$ cat config.mk
export PLATFORM = sky130hd
export DESIGN_NAME = iodelay_eye_align_ctrl
export DESIGN_NICKNAME = d
export VERILOG_FILES = /design/src/rtl/iodelay_eye_align_ctrl.sv
export SDC_FILE = /design/constraint.sdc
export NUM_CORES = 1
export LEC_CHECK = 0
export ABC_CLOCK_PERIOD_IN_PS = 7200
export BUFFER_PORTS_ARGS = -buffer_cell sky130_fd_sc_hd__buf_2
export CAP_MARGIN = 15
export CORE_MARGIN = 1
export CORE_UTILIZATION = 66
export DETAILED_ROUTE_END_ITERATION = 6
export GPL_TIMING_DRIVEN = 0
export HOLD_SLACK_MARGIN = 0.15
export PLACE_DENSITY = 0.93
export SKIP_CTS_REPAIR_TIMING = 1
export SKIP_LAST_GASP = 1
export SYNTH_ARGS = -nofsm -noshare
export SYNTH_HDL_FRONTEND = slang
export SYNTH_SLANG_ARGS = --single-unit
$ cat constraint.sdc
create_clock -name clk -period 7.2 [get_ports clk]
set_clock_uncertainty 0.05 [all_clocks]
set_input_delay 0.36 -clock clk [delete_from_list [all_inputs] [get_ports clk]]
set_output_delay 0.36 -clock clk [all_outputs]
set_load 0.005 [all_outputs]
$ cat src/rtl/iodelay_eye_align_ctrl.sv
// ---------------------------------------------------------------------------
// iodelay_eye_align_ctrl
// Per-channel alignment engine for an ISERDES/IODELAY capture path.
// On start_align it resets the IODELAY tap, sweeps taps upward looking for
// the first run of stable taps at least MIN_EYE wide, steps back to the
// middle of that run, then bitslips the deserialiser until TRAIN_PATTERN
// is seen. Completion is reported as a one-cycle data_aligned or align_fail
// pulse. All outputs are registered.
// ---------------------------------------------------------------------------
module iodelay_eye_align_ctrl #(
  parameter int                DATA_W        = 8,
  parameter int                TAP_W         = 5,
  parameter logic [DATA_W-1:0] TRAIN_PATTERN = 8'h2C,
  parameter int                SAMPLES       = 16,
  parameter int                SETTLE_CYC    = 8,
  parameter int                BITSLIP_WAIT  = 4,
  parameter int                MIN_EYE       = 4
) (
  input  logic              clk,
  input  logic              rst_n,
  input  logic              start_align,
  input  logic [DATA_W-1:0] data_in,
  output logic              idelay_rst,
  output logic              idelay_ce,
  output logic              idelay_inc,
  output logic              bitslip,
  output logic              busy,
  output logic              data_aligned,
  output logic              align_fail,
  output logic [TAP_W-1:0]  tap_value,
  output logic [TAP_W:0]    eye_width
);

  // One shared wait/sample counter; it must hold the largest of the three waits.
  localparam int CNT_MAX_A = (SAMPLES > SETTLE_CYC) ? SAMPLES : SETTLE_CYC;
  localparam int CNT_MAX   = (CNT_MAX_A > BITSLIP_WAIT) ? CNT_MAX_A : BITSLIP_WAIT;
  localparam int CNT_W     = $clog2(CNT_MAX + 1);
  localparam int SLIP_W    = $clog2(DATA_W + 1);
  localparam int EYE_W     = TAP_W + 1;

  localparam logic [CNT_W-1:0]  CNT_ZERO    = {CNT_W{1'b0}};
  localparam logic [CNT_W-1:0]  CNT_ONE     = {{(CNT_W-1){1'b0}}, 1'b1};
  localparam logic [CNT_W-1:0]  SETTLE_LAST = CNT_W'(SETTLE_CYC - 1);
  localparam logic [CNT_W-1:0]  SAMPLE_LAST = CNT_W'(SAMPLES - 1);
  localparam logic [CNT_W-1:0]  SWAIT_LAST  = CNT_W'(BITSLIP_WAIT - 1);
  localparam logic [SLIP_W-1:0] SLIP_ZERO   = {SLIP_W{1'b0}};
  localparam logic [SLIP_W-1:0] SLIP_ONE    = {{(SLIP_W-1){1'b0}}, 1'b1};
  localparam logic [SLIP_W-1:0] SLIP_LAST   = SLIP_W'(DATA_W - 1);
  localparam logic [TAP_W-1:0]  TAP_ZERO    = {TAP_W{1'b0}};
  localparam logic [TAP_W-1:0]  TAP_ONE     = {{(TAP_W-1){1'b0}}, 1'b1};
  localparam logic [TAP_W-1:0]  MAX_TAP     = {TAP_W{1'b1}};
  localparam logic [EYE_W-1:0]  EYE_ZERO    = {EYE_W{1'b0}};
  localparam logic [EYE_W-1:0]  EYE_ONE     = {{(EYE_W-1){1'b0}}, 1'b1};
  localparam logic [EYE_W-1:0]  MIN_EYE_W   = EYE_W'(MIN_EYE);

  typedef enum logic [3:0] {
    IDLE      = 4'd0,
    DLY_RST   = 4'd1,
    SETTLE    = 4'd2,
    SAMPLE    = 4'd3,
    STEP      = 4'd4,
    CENTER    = 4'd5,
    SLIP_CHK  = 4'd6,
    SLIP      = 4'd7,
    SLIP_WAIT = 4'd8,
    DONE      = 4'd9,
    FAIL      = 4'd10
  } state_t;

  state_t              state_r;
  logic [CNT_W-1:0]    cnt_r;
  logic [DATA_W-1:0]   ref_r;
  logic                mismatch_r;
  logic                win_open_r;
  logic [TAP_W-1:0]    win_start_r;
  logic [TAP_W-1:0]    win_end_r;
  logic [TAP_W-1:0]    target_r;
  logic                centered_r;
  logic [SLIP_W-1:0]   slip_cnt_r;

  logic                tap_good_s;
  logic                tap_max_s;
  logic [TAP_W-1:0]    cand_start_s;
  logic [TAP_W-1:0]    cand_end_s;
  logic [EYE_W-1:0]    cand_width_s;
  logic [EYE_W-1:0]    cand_sum_s;
  logic [TAP_W-1:0]    cand_target_s;
  logic                eye_ok_s;
  logic                accept_s;

  // Verdict for the tap being sampled and the window it would close or extend.
  always_comb begin
    tap_good_s = (!mismatch_r) && (data_in == ref_r);
    tap_max_s  = (tap_value == MAX_TAP);
    if (tap_good_s) begin
      // A good tap extends the open window, or opens a new one at this tap.
      cand_start_s = win_open_r ? win_start_r : tap_value;
      cand_end_s   = tap_value;
    end else begin
      // A bad tap closes whatever window is open.
      cand_start_s = win_start_r;
      cand_end_s   = win_end_r;
    end
    cand_width_s  = {1'b0, cand_end_s} - {1'b0, cand_start_s} + EYE_ONE;
    cand_sum_s    = {1'b0, cand_start_s} + {1'b0, cand_end_s};
    cand_target_s = TAP_W'(cand_sum_s >> 1);
    eye_ok_s      = (cand_width_s >= MIN_EYE_W);
    if (tap_good_s) begin
      // An eye still open at the last tap is only accepted at the end of the sweep.
      accept_s = tap_max_s && eye_ok_s;
    end else begin
      accept_s = win_open_r && eye_ok_s;
    end
  end

  // Alignment sequencer: tap sweep, centring, bitslip search, registered outputs.
  always_ff @(posedge clk or negedge rst_n) begin
    if (!rst_n) begin
      state_r      <= IDLE;
      cnt_r        <= CNT_ZERO;
      ref_r        <= {DATA_W{1'b0}};
      mismatch_r   <= 1'b0;
      win_open_r   <= 1'b0;
      win_start_r  <= TAP_ZERO;
      win_end_r    <= TAP_ZERO;
      target_r     <= TAP_ZERO;
      centered_r   <= 1'b0;
      slip_cnt_r   <= SLIP_ZERO;
      idelay_rst   <= 1'b0;
      idelay_ce    <= 1'b0;
      idelay_inc   <= 1'b0;
      bitslip      <= 1'b0;
      busy         <= 1'b0;
      data_aligned <= 1'b0;
      align_fail   <= 1'b0;
      tap_value    <= TAP_ZERO;
      eye_width    <= EYE_ZERO;
    end else begin
      case (state_r)
        IDLE: begin
          if (start_align) begin
            idelay_rst <= 1'b1;
            busy       <= 1'b1;
            state_r    <= DLY_RST;
          end else begin
            state_r    <= IDLE;
          end
        end

        DLY_RST: begin
          // The IODELAY takes its tap reset at the end of this cycle.
          idelay_rst  <= 1'b0;
          tap_value   <= TAP_ZERO;
          eye_width   <= EYE_ZERO;
          win_open_r  <= 1'b0;
          win_start_r <= TAP_ZERO;
          win_end_r   <= TAP_ZERO;
          target_r    <= TAP_ZERO;
          centered_r  <= 1'b0;
          slip_cnt_r  <= SLIP_ZERO;
          cnt_r       <= CNT_ZERO;
          state_r     <= SETTLE;
        end

        SETTLE: begin
          if (cnt_r == SETTLE_LAST) begin
            cnt_r   <= CNT_ZERO;
            state_r <= centered_r ? SLIP_CHK : SAMPLE;
          end else begin
            cnt_r   <= cnt_r + CNT_ONE;
          end
        end

        SAMPLE: begin
          if (cnt_r == CNT_ZERO) begin
            // First word of the burst is the reference for the rest.
            ref_r      <= data_in;
            mismatch_r <= 1'b0;
            cnt_r      <= cnt_r + CNT_ONE;
          end else if (cnt_r != SAMPLE_LAST) begin
            mismatch_r <= mismatch_r | (data_in != ref_r);
            cnt_r      <= cnt_r + CNT_ONE;
          end else begin
            cnt_r <= CNT_ZERO;
            if (accept_s) begin
              // Latch the eye; decrement starts right away if the tap is past centre.
              win_start_r <= cand_start_s;
              win_end_r   <= cand_end_s;
              target_r    <= cand_target_s;
              eye_width   <= cand_width_s;
              idelay_ce   <= (tap_value > cand_target_s);
              idelay_inc  <= 1'b0;
              state_r     <= CENTER;
            end else if (tap_max_s) begin
              align_fail <= 1'b1;
              busy       <= 1'b0;
              state_r    <= FAIL;
            end else begin
              if (tap_good_s) begin
                win_open_r  <= 1'b1;
                win_start_r <= cand_start_s;
                win_end_r   <= tap_value;
              end else begin
                // Too narrow (or no window at all): forget it and keep sweeping.
                win_open_r  <= 1'b0;
              end
              idelay_ce  <= 1'b1;
              idelay_inc <= 1'b1;
              state_r    <= STEP;
            end
          end
        end

        STEP: begin
          idelay_ce  <= 1'b0;
          idelay_inc <= 1'b0;
          tap_value  <= tap_value + TAP_ONE;
          cnt_r      <= CNT_ZERO;
          state_r    <= SETTLE;
        end

        CENTER: begin
          if (tap_value > target_r) begin
            // idelay_ce is high this cycle, so the IODELAY steps down with us.
            tap_value <= tap_value - TAP_ONE;
            idelay_ce <= ((tap_value - TAP_ONE) > target_r);
          end else begin
            idelay_ce  <= 1'b0;
            centered_r <= 1'b1;
            cnt_r      <= CNT_ZERO;
            state_r    <= SETTLE;
          end
        end

        SLIP_CHK: begin
          if (data_in == TRAIN_PATTERN) begin
            data_aligned <= 1'b1;
            busy         <= 1'b0;
            state_r      <= DONE;
          end else if (slip_cnt_r == SLIP_LAST) begin
            align_fail   <= 1'b1;
            busy         <= 1'b0;
            state_r      <= FAIL;
          end else begin
            bitslip      <= 1'b1;
            state_r      <= SLIP;
          end
        end

        SLIP: begin
          bitslip    <= 1'b0;
          slip_cnt_r <= slip_cnt_r + SLIP_ONE;
          cnt_r      <= CNT_ZERO;
          state_r    <= SLIP_WAIT;
        end

        SLIP_WAIT: begin
          if (cnt_r == SWAIT_LAST) begin
            cnt_r   <= CNT_ZERO;
            state_r <= SLIP_CHK;
          end else begin
            cnt_r   <= cnt_r + CNT_ONE;
          end
        end

        DONE: begin
          data_aligned <= 1'b0;
          state_r      <= IDLE;
        end

        FAIL: begin
          align_fail <= 1'b0;
          state_r    <= IDLE;
        end

        default: begin
          idelay_rst   <= 1'b0;
          idelay_ce    <= 1'b0;
          idelay_inc   <= 1'b0;
          bitslip      <= 1'b0;
          busy         <= 1'b0;
          data_aligned <= 1'b0;
          align_fail   <= 1'b0;
          cnt_r        <= CNT_ZERO;
          state_r      <= IDLE;
        end
      endcase
    end
  end

endmodule
Yosys cells after proc, flatten, opt, wreduce, memory -nomap -nowiden
Cells that the tools add are included.
W data, S select, Z words.
{"block": "classes", "addsub": 7, "mul": 0, "n_div": 0, "n_lt_le_gt_ge": 4, "eq_ne": 36, "shifts": 0, "muxes": 85, "n_bitwise": 9, "n_reduce_logical": 37}
{"cell": "$mux W5", "count": 21}
{"cell": "$mux W4", "count": 9}
{"cell": "$reduce_or A9 Y1", "count": 4}
{"cell": "$mux W1", "count": 34}
{"cell": "$pmux W4 S8", "count": 1}
{"cell": "$ne A2 B2 Y1 const B", "count": 15}
{"cell": "$pmux W5 S2", "count": 3}
{"cell": "$pmux W5 S5", "count": 1}
{"cell": "$reduce_or A8 Y1", "count": 3}
{"cell": "$eq A4 B3 Y1 const B", "count": 5}
{"cell": "$mux W6", "count": 3}
{"cell": "$reduce_and A4 Y1", "count": 4}
{"cell": "$gt A5 B5 Y1", "count": 3}
{"cell": "$pmux W5 S3", "count": 1}
{"cell": "$reduce_and A5 Y1", "count": 3}
{"cell": "$reduce_and A2 Y1", "count": 7}
{"cell": "$reduce_and A7 Y1", "count": 2}
{"cell": "$eq A4 B4 Y1 const B", "count": 3}
{"cell": "$pmux W1 S2", "count": 6}
{"cell": "$pmux W6 S2", "count": 1}
{"cell": "$add A5 B1 Y5 const B", "count": 2}
{"cell": "$ne A3 B3 Y1 const B", "count": 3}
{"cell": "$eq A4 B2 Y1 const B", "count": 2}
{"cell": "$eq A8 B6 Y1 const B", "count": 1}
{"cell": "other kinds (28)", "count": 41}
{"block": "totals", "reg_bits": 57, "latch_bits": 0, "ram_bits": 0, "romBits": 0, "input_bits": 11, "out_inout_bits": 18, "wordCells": 197, "memories": 0}

Depth between registers and ports, before layout
{"block": "depth", "ltp_word": 12, "depth_mapped": 20, "ltp_nobuf": 20}

Least setup slack after synthesis
Ideal clock, no wire load.
{"block": "synth_timing", "path_type": "register -> register", "start": "register ref_r[6]", "end": "register win_end_r[1]", "setup_time_ps": 125, "arrival_ps": 3967, "required_time_ps": 7025, "setup_slack_ps": 3058, "path_stages_with_launch": 19, "path_cell_list": "dfrtp_1 -> xor2_1 -> nor4_2 -> nand3_1 -> buf_2 -> a21oi_1 -> inv_1 -> ha_1 -> ha_1 -> inv_1 -> fa_1 -> nand2b_1 -> a21oi_1 -> xor2_1 -> nand3_2 -> a21o_2 -> and2_4 -> buf_6 -> mux2_4"}
{"block": "synth_via", "elab_chain_cells": 12, "elab_cells_between_ends": 17}
{"element": "start: declaration", "line": "72", "rtl": "logic [DATA_W-1:0] ref_r;"}
{"element": "start signal: assignment", "line": "121", "rtl": "ref_r <= {DATA_W{1'b0}};"}
{"element": "start signal: assignment", "line": "177", "rtl": "ref_r <= data_in;"}
{"element": "$eq A8 B8 Y1 *", "line": "93", "rtl": "tap_good_s = (!mismatch_r) && (data_in == ref_r);"}
{"element": "$logic_and A1 B1 Y1 *", "line": "93"}
{"element": "$mux W5, on equally long branches"}
{"element": "$sub A5 B5 Y6", "line": "104", "rtl": "cand_width_s = {1'b0, cand_end_s} - {1'b0, cand_start_s} + EYE_ONE;"}
{"element": "$add A6 B1 Y6", "line": "104"}
{"element": "$ge A6 B3 Y1", "line": "107", "rtl": "eye_ok_s = (cand_width_s >= MIN_EYE_W);"}
{"element": "$logic_and A1 B1 Y1, on equally long branches", "line": "112, 110"}
{"element": "$mux W1", "line": "108", "rtl": "if (tap_good_s) begin"}
{"element": "$mux W5", "line": "185", "rtl": "if (accept_s) begin"}
{"element": "$mux W5", "line": "180", "rtl": "end else if (cnt_r != SAMPLE_LAST) begin"}
{"element": "$mux W5", "line": "175", "rtl": "if (cnt_r == CNT_ZERO) begin"}
{"element": "$pmux W5 S2", "line": "139", "rtl": "case (state_r)"}
{"element": "end signal: assignment", "line": "188", "rtl": "win_end_r <= cand_end_s;"}
{"element": "end signal: assignment", "line": "202", "rtl": "win_end_r <= tap_value;"}
{"element": "end: declaration", "line": "76", "rtl": "logic [TAP_W-1:0] win_end_r;"}
Mark *: on every way between the ends. The rest lies on a longest branch, timed or not. The select of a mux whose other input is x is not followed.
A chain may end at the register's enable or synchronous reset.

Final worst setup path
Ends and elaborated chain as after synthesis.

==> impl_metrics.yaml <==
cts:
  clkTransAtPathRegs_ns: 0.07
  clock_sinks: 57
  cts_inserted_buffers: 9
  h-tree-depth: 3
  clock_latency_ns: 0.35
  clockBufferDepth: 2
  tritoncts: "yes"
  root_buffer: "clkbuf_8"
critical_path:
  reg2reg_depth: 18
  worst_setup_path_end_kind: "register"
  crit_family: "simple AND/OR/NAND/NOR gates"
  critPathKind: "register to register"
  cp_slowest_cell: "dfrtp_1"
  reg2reg_from: "ref_r[6]"
  slowest_delay_ns: 0.39
  cp.buffers_inverters: 4
  cp_cell_sequence: "xor2_1 > nor4_2 > nand3_1 > buf_2 > a21oi_1 > inv_1 > ha_1 > ha_1 > inv_1 > fa_1 > nand2b_1 > a21oi_1 > xor2_1 > nand3_2 > a21o_2 > and2_4 > buf_6 > mux2_4"
  r2r_setup_slack_ns: 2.43
  cp_max_fo: 10
  critPathLaunchType: "register"
  rr_endpoint: "win_end_r[1]"
  arrival_ns: 4.95
  startpoint: "ref_r[6]"
  worstPathRequired_ns: 7.38
worst_hold_path:
  hold_start: "data_in[4]"
  worstHoldPathType: "input pin to register"
  whs_endpoint: "ref_r[4]"
  worstHoldPathCells: 2
timing:
  final.min_clock_period_ns: 4.771
  slew_violations: 0
  rsz0062_at_grt: "false"
  relSlewSlack: 0.3831
  hold_viol: 0
  setup_tns_ns: 0
  fin_crit_sh: 0.6626
  fmax_mhz: 209.6
  tightestPinTransition_ns: 0.9175
  setup_viol: 0
routing:
  met2WireLength_um: 4978
  wl_met3_um: 848
  drt_iter0_drc: 471
  topRoutingLayerUsed: "met4"
  routed_wl_um: 10550
  ant_nets: 0
  num_vias: 3806
  drc: 0
  wl_met1_um: 4488
  viasPerCell: 6.418
  dr.pass1.iters: 5
  routedWlPerCell_um: 17.78
power:
  power.density_nw_per_um2: 340.0
  power_mw: 1.577
  peakVddDrop_uv: 244.0
  power_leakage_nw: 2.131
yosys:
  synth_edf_count: 0
  synth_cells: 472
  synth-seq-cells: 57
  yosysTopAreaCell: "dfrtp_1"
  yosysTopAreaCellShare: 0.3408
  synth-seq-area-share: 0.3408
  ys_warn_count: 0
  synth_cell_types: 66
  syn_area_um2: 4185
  synth_top_flop_cell: "dfrtp_1"
  synth_fp_nets: 522
  synthTopCellsByArea: "dfrtp_1, ha_1, nand2_1"
  syn_area_per_cell_um2: 8.867
  async_flop_share: 1.000
global_routing:
  grt_max_degree: 39
  grt_pass1_vias: 3643
  grt_use_total: 0.3411
  overflow: 0
  grt_pass1_wl_um: 16950
  antenna_found_initial: 0
placed_design:
  dp.final_hpwl_um: 7677
  placed_area_um2: 4439
  place.gp.congestion: 0.9545
  placedCellCount: 576
  port_buffers: 28
cells_and_area:
  final_core_util: 0.7697
  area_delta_synth_final_pct: 10.82
  diodes: 0
  instances_no_fill: 593
  nets: 563
  fin_area_um2: 4638
  layout-drive-gt1-share: 0.1525
die:
  dieArea_um2: 6663
  row_count: 28
  core_area_um2: 6026
  dieHeight_um: 81.63
  initial_core_util: 0.6946
  io_pins: 29
  dieWidth_um: 81.63
outcome:
  outcome: "completed"
flow_run:
  cap_viol_max_count: 0
## cell families after synthesis
| group | share of synthesized area |
|---|---|
| AO/OA/AOI/OAI | 0.1761 |
| multiplexers | 0.07623 |
| flip-flops | 0.3408 |
| buffers and inverters | 0.05411 |
| adder cells (fa/ha/maj) | 0.1202 |
| XOR/XNOR | 0.03976 |
| AND/OR/NAND/NOR | 0.1928 |
## synth_stat cells, drive strengths merged, types with 8 or more instances
cell type / count
a22o: 8
ha: 37
nor3: 12
and3: 8
nand3: 13
nor2: 39
nand2: 52
inv: 36
mux2: 14
buf: 10
nand2b: 10
o21ai: 39
a21oi: 29
mux2i: 15
dfrtp: 57
xor2: 14
## how the worst max path moves through the flow
stage | end | slack [ns] | cells after the start
after global placement | win_end_r[1] | 2.53 | 19
after floorplan | win_end_r[1] | 3.06 | 18
after detailed placement | win_end_r[1] | 2.45 | 19
final | win_end_r[1] | 2.43 | 18
after global routing | win_end_r[1] | 2.15 | 18
after CTS | win_end_r[1] | 2.46 | 18
## final cells by class
cell class                 count  area (um^2)
sequential                    57         1426
clock inverter                 3        40.04
tap                           75        93.84
multi-input combinational    361         2532
timing repair buffer          30        170.2
fill                         408         1388
clock buffer                  13        148.9
inverter                      38        142.6
buffer                        16        83.83
## cell usage in the layout, fill, tap and decap left out, types with 12 or more instances in the layout
master	count
nor2_1	38
o21ai_0	35
nand2_1	52
buf_2	32
ha_1	37
xor2_1	14
nand3_1	12
inv_1	36
dfrtp_1	57
mux2i_1	14
a21oi_1	28
## where the power goes
part           total, mW  switching, mW  leakage (nW)  internal, mW
logic              0.801          0.483          1.28         0.318
clock network      0.302          0.134        0.0974         0.169
registers          0.473         0.0761         0.750         0.397
total               1.58          0.693          2.13         0.884
## stage by stage
stage	worst slack, ns	hold WS [ns]
after floorplan	3.058	0.01441
after global placement	2.534	0.4136
after detailed placement	2.452	0.2968
after CTS	2.459	-0.07508
after global routing	2.154	0.2355
final	2.429	0.2322
## flip-flops by register name (all words and copies together) (netlist names)
register,count
ref_r,8
eye_width,6
cnt_r,5
tap_value,5
target_r,5
win_end_r,5
win_start_r,5
slip_cnt_r,4
state_r,4
align_fail,1
bitslip,1
busy,1
centered_r,1
data_aligned,1
idelay_ce,1
idelay_inc,1
idelay_rst,1
mismatch_r,1
win_open_r,1
## layer usage
metal  vias up  global-route usage
li1       1747                   -
met1      1811              0.4427
met2       213              0.5458
met3        35             0.08111
met4         0              0.1421
met5         -                   0
Note: power is estimated with default switching activity, not from simulation.
